===== config.mk =====
export PLATFORM = sky130hd
export DESIGN_NAME = svm_classify
export DESIGN_NICKNAME = d
export VERILOG_FILES = /design/src/rtl/svm_classify_pkg.sv /design/src/rtl/svm_classify_sat_add.sv /design/src/rtl/svm_classify.sv
export SDC_FILE = /design/constraint.sdc
export NUM_CORES = 1
export LEC_CHECK = 0
export BUFFER_PORTS_ARGS = -buffer_cell sky130_fd_sc_hd__buf_2
export CAP_MARGIN = 40
export CORE_MARGIN = 10
export CORE_UTILIZATION = 60
export CTS_BUF_LIST = sky130_fd_sc_hd__clkbuf_4 sky130_fd_sc_hd__clkbuf_8 sky130_fd_sc_hd__clkbuf_16
export DETAILED_ROUTE_END_ITERATION = 8
export PLACE_DENSITY = 0.89
export SLEW_MARGIN = 20
export SYNTH_ARGS = -nofsm -noshare
export SYNTH_HDL_FRONTEND = slang
export SYNTH_SLANG_ARGS = --single-unit

===== constraint.sdc =====
create_clock -name clk -period 7.4 [get_ports clk]
set_input_delay 1.11 -clock clk [delete_from_list [all_inputs] [get_ports clk]]
set_output_delay 1.11 -clock clk [all_outputs]
set_load 0.02 [all_outputs]

===== src/rtl/svm_classify_pkg.sv =====
// Shared fixed-point definitions for the HOG/SVM classifier.
//   FEA_I_DEF / FEA_F_DEF : default integer / fractional bits of a feature (Q4.8)
//   W_FRAC                : fractional bits of weights and bias (Q4.12)
//   ACC_FRAC              : fractional bits of products, accumulator and score
//   BIAS_SHL              : left shift aligning a Q4.12 bias to the accumulator
//   flags_t               : per-stage valid/first/last tags
//   sat_to_w()            : clamp a 64-bit signed value into a w-bit signed range
package svm_classify_pkg;

  localparam int FEA_I_DEF = 4;
  localparam int FEA_F_DEF = 8;
  localparam int W_FRAC    = 12;
  localparam int ACC_FRAC  = FEA_F_DEF + W_FRAC;
  localparam int BIAS_SHL  = ACC_FRAC - W_FRAC;
  localparam int SAT_W     = 64;

  typedef struct packed {
    logic vld;
    logic first;
    logic last;
  } flags_t;

  function automatic logic signed [SAT_W-1:0] sat_to_w(input logic signed [SAT_W-1:0] v,
                                                       input int w);
    logic signed [SAT_W-1:0] hi;
    logic signed [SAT_W-1:0] lo;
    hi = (64'sd1 <<< (w - 1)) - 64'sd1;
    lo = -(64'sd1 <<< (w - 1));
    if (v > hi) return hi;
    if (v < lo) return lo;
    return v;
  endfunction

endpackage


===== src/rtl/svm_classify_sat_add.sv =====
// Signed saturating adder: sum_o = clamp(a_i + b_i) to OUT_W signed bits.
// Operands are sign-extended to 64 bits so the raw sum never wraps
// (A_W and B_W must stay below 63).
//   a_i   : signed addend, A_W bits
//   b_i   : signed addend, B_W bits
//   sum_o : saturated signed sum, OUT_W bits
module sat_add
  import svm_classify_pkg::*;
#(
  parameter int A_W   = 40,
  parameter int B_W   = 29,
  parameter int OUT_W = 40
) (
  input  logic signed [A_W-1:0]   a_i,
  input  logic signed [B_W-1:0]   b_i,
  output logic signed [OUT_W-1:0] sum_o
);

  logic signed [SAT_W-1:0] a_x;
  logic signed [SAT_W-1:0] b_x;

  assign a_x   = {{(SAT_W - A_W){a_i[A_W-1]}}, a_i};
  assign b_x   = {{(SAT_W - B_W){b_i[B_W-1]}}, b_i};
  assign sum_o = OUT_W'(sat_to_w(a_x + b_x, OUT_W));

endmodule


===== src/rtl/svm_classify.sv =====
// Linear SVM window classifier: streams HOG features, multiplies each by a
// weight fetched from an external ROM, accumulates with saturation and adds
// the bias at the end of every window.
//   clk, rst          : clock, asynchronous active-low reset
//   fea, fea_valid    : unsigned Q(FEA_I).(FEA_F) feature and its strobe
//   win_start         : abort current window, next feature is index 0
//   w_addr, w_data    : weight ROM address / signed Q4.12 data (1-cycle read)
//   bias              : signed Q4.12 bias
//   score, detect     : signed window score (20 frac bits), score > 0
//   score_valid       : one-cycle pulse, 4 cycles after the last fea_valid
module svm_classify
  import svm_classify_pkg::*;
#(
  parameter  int FEA_I  = FEA_I_DEF,
  parameter  int FEA_F  = FEA_F_DEF,
  parameter  int W_W    = 16,
  parameter  int N_FEA  = 3780,
  parameter  int ACC_W  = 40,
  localparam int FEA_W  = FEA_I + FEA_F,
  localparam int AW     = (N_FEA > 1) ? $clog2(N_FEA) : 1,
  localparam int PROD_W = FEA_W + W_W + 1,
  localparam int BIAS_W = W_W + BIAS_SHL
) (
  input  logic                    clk,
  input  logic                    rst,
  input  logic [FEA_W-1:0]        fea,
  input  logic                    fea_valid,
  input  logic                    win_start,
  output logic [AW-1:0]           w_addr,
  input  logic signed [W_W-1:0]   w_data,
  input  logic signed [W_W-1:0]   bias,
  output logic signed [ACC_W-1:0] score,
  output logic                    detect,
  output logic                    score_valid
);

  logic [AW-1:0]             idx_q, idx_d, idx_eff;
  logic                      at_first, at_last;
  logic [FEA_W-1:0]          fea_p1_q;
  flags_t                    flg_p1_q, flg_p2_q;
  logic signed [PROD_W-1:0]  fea_x, w_x, prod_d, prod_p2_q;
  logic signed [ACC_W-1:0]   acc_q, acc_in, acc_next, score_next, score_q;
  logic signed [BIAS_W-1:0]  bias_x;
  logic                      last_p3_q, detect_q, score_valid_q;

  // win_start forces index 0 in the same cycle so a coincident feature
  // fetches weight 0.
  always_comb begin
    idx_eff  = win_start ? '0 : idx_q;
    at_first = (idx_eff == '0);
    at_last  = (idx_eff == AW'(N_FEA - 1));
    idx_d    = idx_eff;
    if (fea_valid) idx_d = at_last ? '0 : idx_eff + AW'(1);
  end

  assign w_addr = idx_eff;

  assign fea_x  = {{(W_W + 1){1'b0}}, fea_p1_q};
  assign w_x    = {{(FEA_W + 1){w_data[W_W-1]}}, w_data};
  assign prod_d = fea_x * w_x;

  // A window's first product loads the accumulator, so a previous window
  // never leaks into the next one.
  assign acc_in = flg_p2_q.first ? '0 : acc_q;
  assign bias_x = {bias, {BIAS_SHL{1'b0}}};

  sat_add #(.A_W(ACC_W), .B_W(PROD_W), .OUT_W(ACC_W)) u_acc_add (
    .a_i   (acc_in),
    .b_i   (prod_p2_q),
    .sum_o (acc_next)
  );

  sat_add #(.A_W(ACC_W), .B_W(BIAS_W), .OUT_W(ACC_W)) u_bias_add (
    .a_i   (acc_q),
    .b_i   (bias_x),
    .sum_o (score_next)
  );

  always_ff @(posedge clk or negedge rst) begin
    if (!rst) begin
      idx_q         <= '0;
      fea_p1_q      <= '0;
      flg_p1_q      <= '0;
      prod_p2_q     <= '0;
      flg_p2_q      <= '0;
      acc_q         <= '0;
      last_p3_q     <= 1'b0;
      score_q       <= '0;
      detect_q      <= 1'b0;
      score_valid_q <= 1'b0;
    end else begin
      idx_q <= idx_d;
      // S1: capture feature with its position tags
      if (fea_valid) fea_p1_q <= fea;
      flg_p1_q <= '{vld: fea_valid, first: at_first, last: at_last};
      // S2: product against the weight returned for that feature
      prod_p2_q <= prod_d;
      flg_p2_q  <= '{vld: flg_p1_q.vld & ~win_start,
                     first: flg_p1_q.first, last: flg_p1_q.last};
      // S3: saturating accumulate
      if (flg_p2_q.vld) acc_q <= acc_next;
      last_p3_q <= flg_p2_q.vld & flg_p2_q.last & ~win_start;
      // Score: completed sum plus aligned bias
      if (last_p3_q && !win_start) begin
        score_q  <= score_next;
        detect_q <= ~score_next[ACC_W-1] & (score_next != '0);
      end
      score_valid_q <= last_p3_q & ~win_start;
    end
  end

  assign score       = score_q;
  assign detect      = detect_q;
  assign score_valid = score_valid_q;

endmodule

# Word-level counts from Yosys, hierarchy flattened
# Cells that the tools add are included.
[totals]
regBits = 142
input_bits = 48
out_inout_bits = 54
word_cells = 52
[op_classes]
addsub = 3
n_mul = 1
n_lt_le_gt_ge = 4
n_eq_ne = 1
mux = 18
bitwise = 7
reduce_logical = 4
[op_table]
columns = ["operator", "count"]
rows = [
  ["two-way mux 40 bit", 9],
  ["> comparator 41 x 40 -> 1 bit, second input constant", 2],
  ["less-than comparator 41 x 40 -> 1 bit, second input constant", 2],
  ["adder 40 x 24 -> 41 bit", 1],
  ["adder 40 x 29 -> 41 bit", 1],
  ["nonzero test 40 bit", 1],
  ["two-way mux 12 bit", 3],
  ["multiplier 13 x 16 -> 29 bit", 1],
  ["adder 12 x 1 -> 12 bit, second input constant", 1],
  ["== test 12 bit, second input constant", 1],
  ["logical NOT 12 bit", 1],
  ["two-way mux 1 bit", 6],
  ["AND 1 bit", 5],
  ["inverter 1 bit", 2],
  ["logical AND 1 bit", 1],
  ["logical NOT 1 bit", 1],
]

# Depth between registers and ports, before layout
# Gate-level depths: netlist of the first run.
[logic_depth]
word_depth = 8
mapped_depth = 24
ltp_nobuf = 22

# Hierarchy
# From an unflattened synthesis of the first run, not the netlist that was laid out.
[unflattened]
cells_unflattened = 2012
area_unflattened_um2 = 17997.3
[modules_own_cells]
columns = ["module", "n_inst", "cells_each", "area_each_um2", "seq_area_each_um2"]
rows = [
  ["svm_classify", 1, 1254, 12829.8, 3553.4],
  ["sat_add", 2, 379, 2583.7, 0.0],
]

# Worst setup path before layout of the first run
# Ideal clock, no wire load.
[synth_timing]
path_kind = "input port to flip-flop"
startpoint = "in w_data[15]"
endpoint = "reg prod_p2_q[27]"
setup_time_ns = 0.080
t_arrival_ns = 5.993
required_time_ns = 7.320
path_slack_ns = 1.327
path_stages = 19
path_buffers = 1
cell_sequence = "clkbuf_1 > nand2_1 > inv_1 > fa_1 > fa_1 > fa_1 > inv_1 > fa_1 > inv_1 > fa_1 > ha_1 > a21o_1 > a21oi_1 > nor2b_1 > a311oi_1 > a21boi_0 > o31a_1 > nor2_1 > xnor2_1"
[synth_between]
elab_chain_len = 1
[synth_rtl]
columns = ["item", "line_no", "text"]
rows = [
  ["from (decl)", "svm_classify.sv:30", "input logic signed [W_W-1:0] w_data,"],
  ["multiplier 13 x 16 -> 29 bit", "svm_classify.sv:60", "assign prod_d = fea_x * w_x;"],
  ["via prod_d[27]", "svm_classify.sv:41", "logic signed [PROD_W-1:0] fea_x, w_x, prod_d, prod_p2_q;"],
  ["to (signal assigned)", "svm_classify.sv:97", "prod_p2_q <= prod_d;"],
  ["to (decl)", "svm_classify.sv:41", ""],
]
# The timed path passes the listed nets, and every way through them passes these cells.
# A chain may end at the register's enable or synchronous reset.

# Worst setup path after layout of the first run
[layout_timing]
startpoint = "in w_data[7]"
endpoint = "reg prod_p2_q[27]"
# The elaborated chain is that of the path after synthesis.

==> out/metrics.cfg, run 1 <==
[status]
outcome = completed

[drt]
ant_nets = 0
dr.first_iter.drc_count = 1141
wl_per_cell_um = 17.84
drc = 0
via_count = 13800
routed_wl_mm = 42.27
vias_per_cell = 5.824
dr.pass1.iters = 6

[power]
sequentialPowerShare_pct = 12.5
vdd_ir_drop_max_mv = 0.4456
pwr-share-clk_pct = 8.9
power_per_cell_area_nw_per_um2 = 523.7
p_switching_mw = 5.042
p_int_mw = 4.770
p_comb_share_pct = 78.6
switching_share_pct = 51.39
leakage_nw = 9.419

[critical_path]
cpMostUsedCell = fa_1
cp-end-kind = register
r2r-end = prod_p2_q[27]$_DFF_PN0_
reg2reg_depth = 20
reg2reg_slack_ns = 1.35
cp_top_family = adder cells
crit_fanout = 12
critical_path_class = primary input to register
path_buf_inv = 5
max_stage_delay_ns = 0.54
worst_setup_path_start_kind = primary input
r2r-start = fea_p1_q[5]$_DFFE_PN0P_
arrival_ns = 6.50
crit_chain = buf_2, nand2_1, fa_1, fa_1, inv_1, fa_1, inv_1, fa_1, inv_1, fa_1, ha_1, a21o_1, a21oi_1, inv_1, o21ai_0, o211ai_1, nand3_1, a21boi_0, o31a_1, nor2_1, xnor2_1
crit_required_ns = 7.74
cpMaxStageDelayCell = fa_1

[clock_tree]
insertion_delay_ns = 0.44
cts_buffer_depth = 2
hold_buffers = 0
cts_max_level = 4
cts_root_buf = clkbuf_16
cts_setup_buffers = 0
cts_buffers = 17
tritoncts = yes
path_clk_slew_ns = 0.07
clock_sinks = 142
cts_resized = 0

[finish]
final_nets = 2341
drive_gt1_share_pct = 11.79
fill_cells = 2232
fin_area_sq_um = 18740
seqCellArea_sq_um = 3553
area_delta_synth_final_pct = 7.172
multi_input_area_sq_um = 12500

[floorplanning]
coreArea_sq_um = 28700
start_util_pct = 60.91
die_area_sq_um = 36360
die_x_um = 190.7
num_rows = 62
io_pins = 102
die_y_um = 190.7

[sta]
finalSetupTns_ns = 0
fin_crit_sh_pct = 83.18
rsz0062_at_grt = false
maxSlewHeadroom_pct = 47.60
final_max_slew_viol_count = 0
hold_viol = 0
skew_ns = 0.01604
finalWorstSetupSlack_ns = 1.245
finalCriticalPeriod_ns = 6.156
fmax_mhz = 162.5
worst_hold_slack_ns = 0.3509
setup_viol = 0
worst_pin_slew_ns = 0.7860

[placed_design]
gp_congestion = 0.9209
postPlaceCellArea_sq_um = 18090
hpwlAfterDp_mm = 34.28
io_buffers = 101
dp_slack_ns = 0.9398

[hold_path]
hold_path.class = register to register
whs_path_depth = 0
holdPathEnd = flg_p2_q[0]$_DFF_PN0_
min_from = flg_p1_q[0]$_DFF_PN0_

[global_routing]
grt_pass1_wl_mm = 70.52
grt_use_met3_pct = 4.755
grt_use_met2_pct = 39.36
grt_max_degree = 84
gr-max-usage-layer = met2
grt_pass1_vias = 14180
grt_use_total_pct = 23.63
grt-ovfl-total = 0
met1_usage_pct = 30.05
antenna_found_initial = 2

[synthesis]
syn_inst = 1943
synth_area_sq_um = 17480
avgSynthCellArea_sq_um = 8.997
ys_ff_latch = 142
postSynth.asyncResetShare_pct = 100.0
yosysSeqAreaShare_pct = 20.33
netlist-cell-type-count = 82
synth_edf_count = 0
synth_ff_type = dfrtp_1
synth_fp_nets = 2312
ys_warn_count = 0

[flow_run]
max_cap_viol_count = 0

## cells in the final DEF (no fill, tap or decap), types with 7 or more instances in the layout
cell / instances
nand2_1: 179
o21a_1: 14
xnor2_1: 58
a21o_1: 57
nor2b_1: 47
ha_1: 141
a211oi_1: 9
buf_2: 100
clkbuf_16: 17
nand3_1: 22
maj3_1: 22
nor3_1: 23
o21ai_0: 57
fa_1: 180
clkinv_8: 7
a21oi_1: 88
nor2_1: 102
dfrtp_1: 142
and2_1: 104
and3_1: 15
o211ai_1: 23
o21ai_1: 22
mux2_2: 35
nand2b_1: 13
inv_1: 264
o31ai_2: 13
nand4_1: 17
o2bb2ai_1: 9
maj3_2: 18
o21bai_1: 11
xor2_1: 29
a31oi_1: 17
## worst register-to-register path, cell delays in order (launching register included)
cell and delay (ns):
dfrtp_1 0.75, nand2_1 0.18, fa_1 0.54, fa_1 0.53, inv_1 0.05, fa_1 0.48
inv_1 0.06, fa_1 0.53, inv_1 0.06, fa_1 0.50, ha_1 0.41, a21o_1 0.21
a21oi_1 0.27, inv_1 0.10, o21ai_0 0.32, o211ai_1 0.18, nand3_1 0.15, a21boi_0 0.13
o31a_1 0.26, nor2_1 0.11, xnor2_1 0.15
## layer usage
metal | routed length (um) | share of wire, %
met5 | 12 | 0.028
met4 | 1216 | 2.9
met3 | 2995 | 7.1
met2 | 20130 | 48
met1 | 17910 | 42
## power groups by stage
stage / Combinational [mW] / Sequential, mW / Clock, mW
floorplan: 6.02 / 1.13 / 0
global placement: 7.19 / 1.22 / 0
detailed placement: 7.55 / 1.23 / 0
CTS: 7.63 / 1.22 / 0.891
global route: 8.60 / 1.24 / 0.928
finish: 7.71 / 1.22 / 0.877
## registers in the layout (all words and copies together), names as in the netlist
signal	flops
acc_q	40
detect	1
fea_p1_q	12
flg_p1_q	3
flg_p2_q	3
idx_q	12
last_p3_q	1
prod_p2_q	29
score	40
score_valid	1
## worst max path at each step
| stage | startpoint | to | slack (ns) | cells after the start |
|---|---|---|---|---|
| floorplan | w_data[15] | prod_p2_q[27]$_DFF_PN0_ | 1.33 | 19 |
| global placement | w_data[2] | prod_p2_q[22]$_DFF_PN0_ | 1.17 | 22 |
| detailed placement | w_data[15] | prod_p2_q[27]$_DFF_PN0_ | 0.94 | 19 |
| CTS | w_data[15] | prod_p2_q[27]$_DFF_PN0_ | 1.38 | 19 |
| global route | w_data[2] | prod_p2_q[22]$_DFF_PN0_ | 1.01 | 22 |
| finish | w_data[7] | prod_p2_q[27]$_DFF_PN0_ | 1.24 | 21 |
## cell type report
type	count	area share, %
clock inverter	15	1.035
antenna	1	0.01336
inverter	266	5.329
sequential	142	18.97
timing repair buffer	108	3.119
clock buffer	17	2.271
multi-input combinational	1437	66.70
tap	384	2.564
## Yosys cell counts (all sizes together) (4+ instances only)
cell type	count	share of area (%)
o311ai	4	0.20
a21boi	4	0.17
a21o	57	2.4
nand2	180	3.9
nand4b	4	0.20
a31o	4	0.20
nor4b	4	0.20
and2	106	3.8
or2	7	0.25
a221o	4	0.23
o2bb2ai	9	0.45
clkbuf	79	1.7
xor2	29	1.5
mux2	35	2.3
a21oi	90	2.6
nand3	22	0.63
ha	141	10
o21a	14	0.60
o21bai	11	0.47
a211oi	10	0.46
o211ai	24	1.1
o21ai	80	2.3
fa	180	21
buf	19	0.83
nor4	5	0.21
o2111ai	6	0.30
nand3b	6	0.26
and4	5	0.25
maj3	40	2.4
nor2	103	2.3
a41oi	4	0.24
and3	15	0.54
nor3	23	0.66
nand4	17	0.61
nand2b	13	0.47
a31oi	19	0.85
nor2b	47	1.7
xnor2	59	3.0
or3	6	0.21
o31ai	15	1.0
inv	264	5.7
dfrtp	142	20
## through the flow
step / instances / utilization, % / power [mW]
detailed placement: 2336 / 63.01 / 8.779
global placement: 2336 / 63.01 / 8.414
floorplan: 1943 / - / 7.148
CTS: 2368 / 65.17 / 9.742
global route: 2370 / 65.27 / 10.77
finish: 2370 / 65.27 / 9.812
## logic make-up (layout without fill, tap and decap cells)
family | Yosys count | after routing | synth area share (%)
other | 0 | 1 | 0
adder cells (fa/ha/maj) | 361 | 361 | 33.12
AND/OR/NAND/NOR | 571 | 571 | 16.50
multiplexers | 37 | 37 | 2.369
AO/OA/AOI/OAI | 380 | 380 | 14.99
flip-flops | 142 | 142 | 20.33
buffers and inverters | 364 | 406 | 8.238
XOR/XNOR | 88 | 88 | 4.452
Note: power is estimated with default switching activity, not from simulation.
==> inputs of run 2 (changes only) <==
==> constraint.sdc (replaced) <==
create_clock -name clk -period 5.9 [get_ports clk]
set_input_delay 0.885 -clock clk [delete_from_list [all_inputs] [get_ports clk]]
set_output_delay 0.885 -clock clk [all_outputs]
set_load 0.02 [all_outputs]
==> out/metrics.cfg, run 2 (synthesis results as in run 1) <==
[global_routing]
antenna_found_initial = 1
grt-ovfl-total = 0
grt_max_degree = 84
grt_use_total_pct = 24.26
grt_pass1_wl_mm = 72.31
grt_pass1_vias = 14630

[drt]
via_count = 14080
ant_nets = 0
dr.pass1.iters = 6
routed_wl_mm = 43.30
vias_per_cell = 5.873
drc = 0
dr.first_iter.drc_count = 1278
wl_per_cell_um = 18.07

[finish]
drive_gt1_share_pct = 13.32
layout_common_cells = inv_1, fa_1, nand2_1
mostFrequentLayoutCell = inv_1
area_delta_synth_final_pct = 8.352
final_nets = 2368

[clock_tree]
cts_buffers = 17
cts_max_level = 4
cts_root_buf = clkbuf_16
path_clk_slew_ns = 0.06
clock_sinks = 142
cts_setup_buffers = 0
cts_buffer_depth = 2
insertion_delay_ns = 0.45
tritoncts = yes

[sta]
finalCriticalPeriod_ns = 5.637
maxSlewHeadroom_pct = 49.30
hold_viol = 0
skew_ns = 0.01658
worst_pin_slew_ns = 0.7604
rsz0062_at_grt = false
final_max_slew_viol_count = 0
fin_crit_sh_pct = 95.54
fmax_mhz = 177.4
worst_hold_slack_ns = 0.3481
setup_viol = 0

[floorplanning]
die_x_um = 190.7
coreArea_sq_um = 28700
die_y_um = 190.7
io_pins = 102
num_rows = 62
start_util_pct = 60.91
die_area_sq_um = 36360

[status]
outcome = completed

[hold_path]
hold_path.class = register to register

[placed_design]
io_buffers = 101
hpwlAfterDp_mm = 35.49
gp_congestion = 0.9610

[critical_path]
cp-end-kind = register
critical_path_class = primary input to register
max_stage_delay_ns = 0.53
arrival_ns = 5.98
cpMostUsedCell = fa_1
worst_setup_path_start_kind = primary input
crit_chain = buf_2, nand2_1, fa_1, fa_1, inv_1, fa_1, inv_1, fa_1, inv_1, fa_1, ha_1, a21o_1, a21oi_1, buf_4, o2111ai_1, a31oi_2, a31oi_1, a21oi_2, nor2b_1, xnor2_1
cpMaxStageDelayCell = fa_1
crit_fanout = 12
crit_required_ns = 6.24

[flow_run]
max_cap_viol_count = 0

run 2: cell types whose count changed in the layout (fill, tap and decap cells not counted), sizes merged:
cell,before,now
clkinv,12,6
bufinv,0,2
clkinvlp,0,4
buf,108,135
run 2: worst max-delay path: cells and delay by family:
kind,cells,cell delay (ns)
adders and majority gates,6,2.83
AOI/OAI and AO/OA,6,1.20
buffers and inverters,5,0.54
and+or+nand+nor,2,0.35
xor gates and xnor gates,1,0.17
run 2: area by class of cell:
class | count | area [sq um]
Antenna cell | 1 | 2.502
Clock buffer | 17 | 425.4
Clock inverter | 15 | 181.4
Timing Repair Buffer | 135 | 787.0
Inverter | 266 | 998.5
Multi-Input combinational cell | 1437 | 12510
Sequential cell | 142 | 3560
Tap cell | 384 | 480.5
Fill cell | 2256 | 9761
run 2: what timing repair did:
item                                   in CTS  in global routing
endpoints found under the hold margin       0                  0
hold buffers                                0                  0
setup endpoints to repair                   0                  7
gates resized for setup                     0                  7
run 2: stage by stage:
stage	worst slack, ns	instance area (sq um)	util (%)	std cells	TNS, ns
final	0.2630	18940	65.99	2397	0
after detailed placement	-0.1699	18290	63.72	2363	-0.4651
after global routing	0.02155	18940	65.99	2397	0
after floorplan	0.05163	17480	-	1943	0
after global placement	0.05499	18290	63.72	2363	0
after CTS	0.04807	18900	65.83	2395	0
run 2: worst paths after layout:
check / slack, ns / cells after the start / to / start
worst min register to register: 0.35 / 0 / flg_p2_q[1]$_DFF_PN0_ / flg_p1_q[1]$_DFF_PN0_
worst min-delay path: 0.35 / 0 / flg_p2_q[1]$_DFF_PN0_ / flg_p1_q[1]$_DFF_PN0_
worst max register to register: 0.28 / 17 / prod_p2_q[26]$_DFF_PN0_ / fea_p1_q[5]$_DFFE_PN0P_
max in group asynchronous: 4.40 / 3 / fea_p1_q[2]$_DFFE_PN0P_ / rst
min in group asynchronous: 0.48 / 1 / score[3]$_DFFE_PN0P_ / rst
worst max-delay path: 0.26 / 20 / prod_p2_q[26]$_DFF_PN0_ / w_data[4]
run 2: per-layer routing:
layer	global-route usage [%]	wire length (um)	vias up
met2	41.47	20990	549
met4	9.055	1360	0
li1	-	-	6569
met5	0	0	-
met1	29.93	17960	6874
met3	4.481	2997	86
Power of run 2 is left out: the tool's default activity adds up to more than one toggle a clock period on the data nets, which glitch-free logic cannot reach.
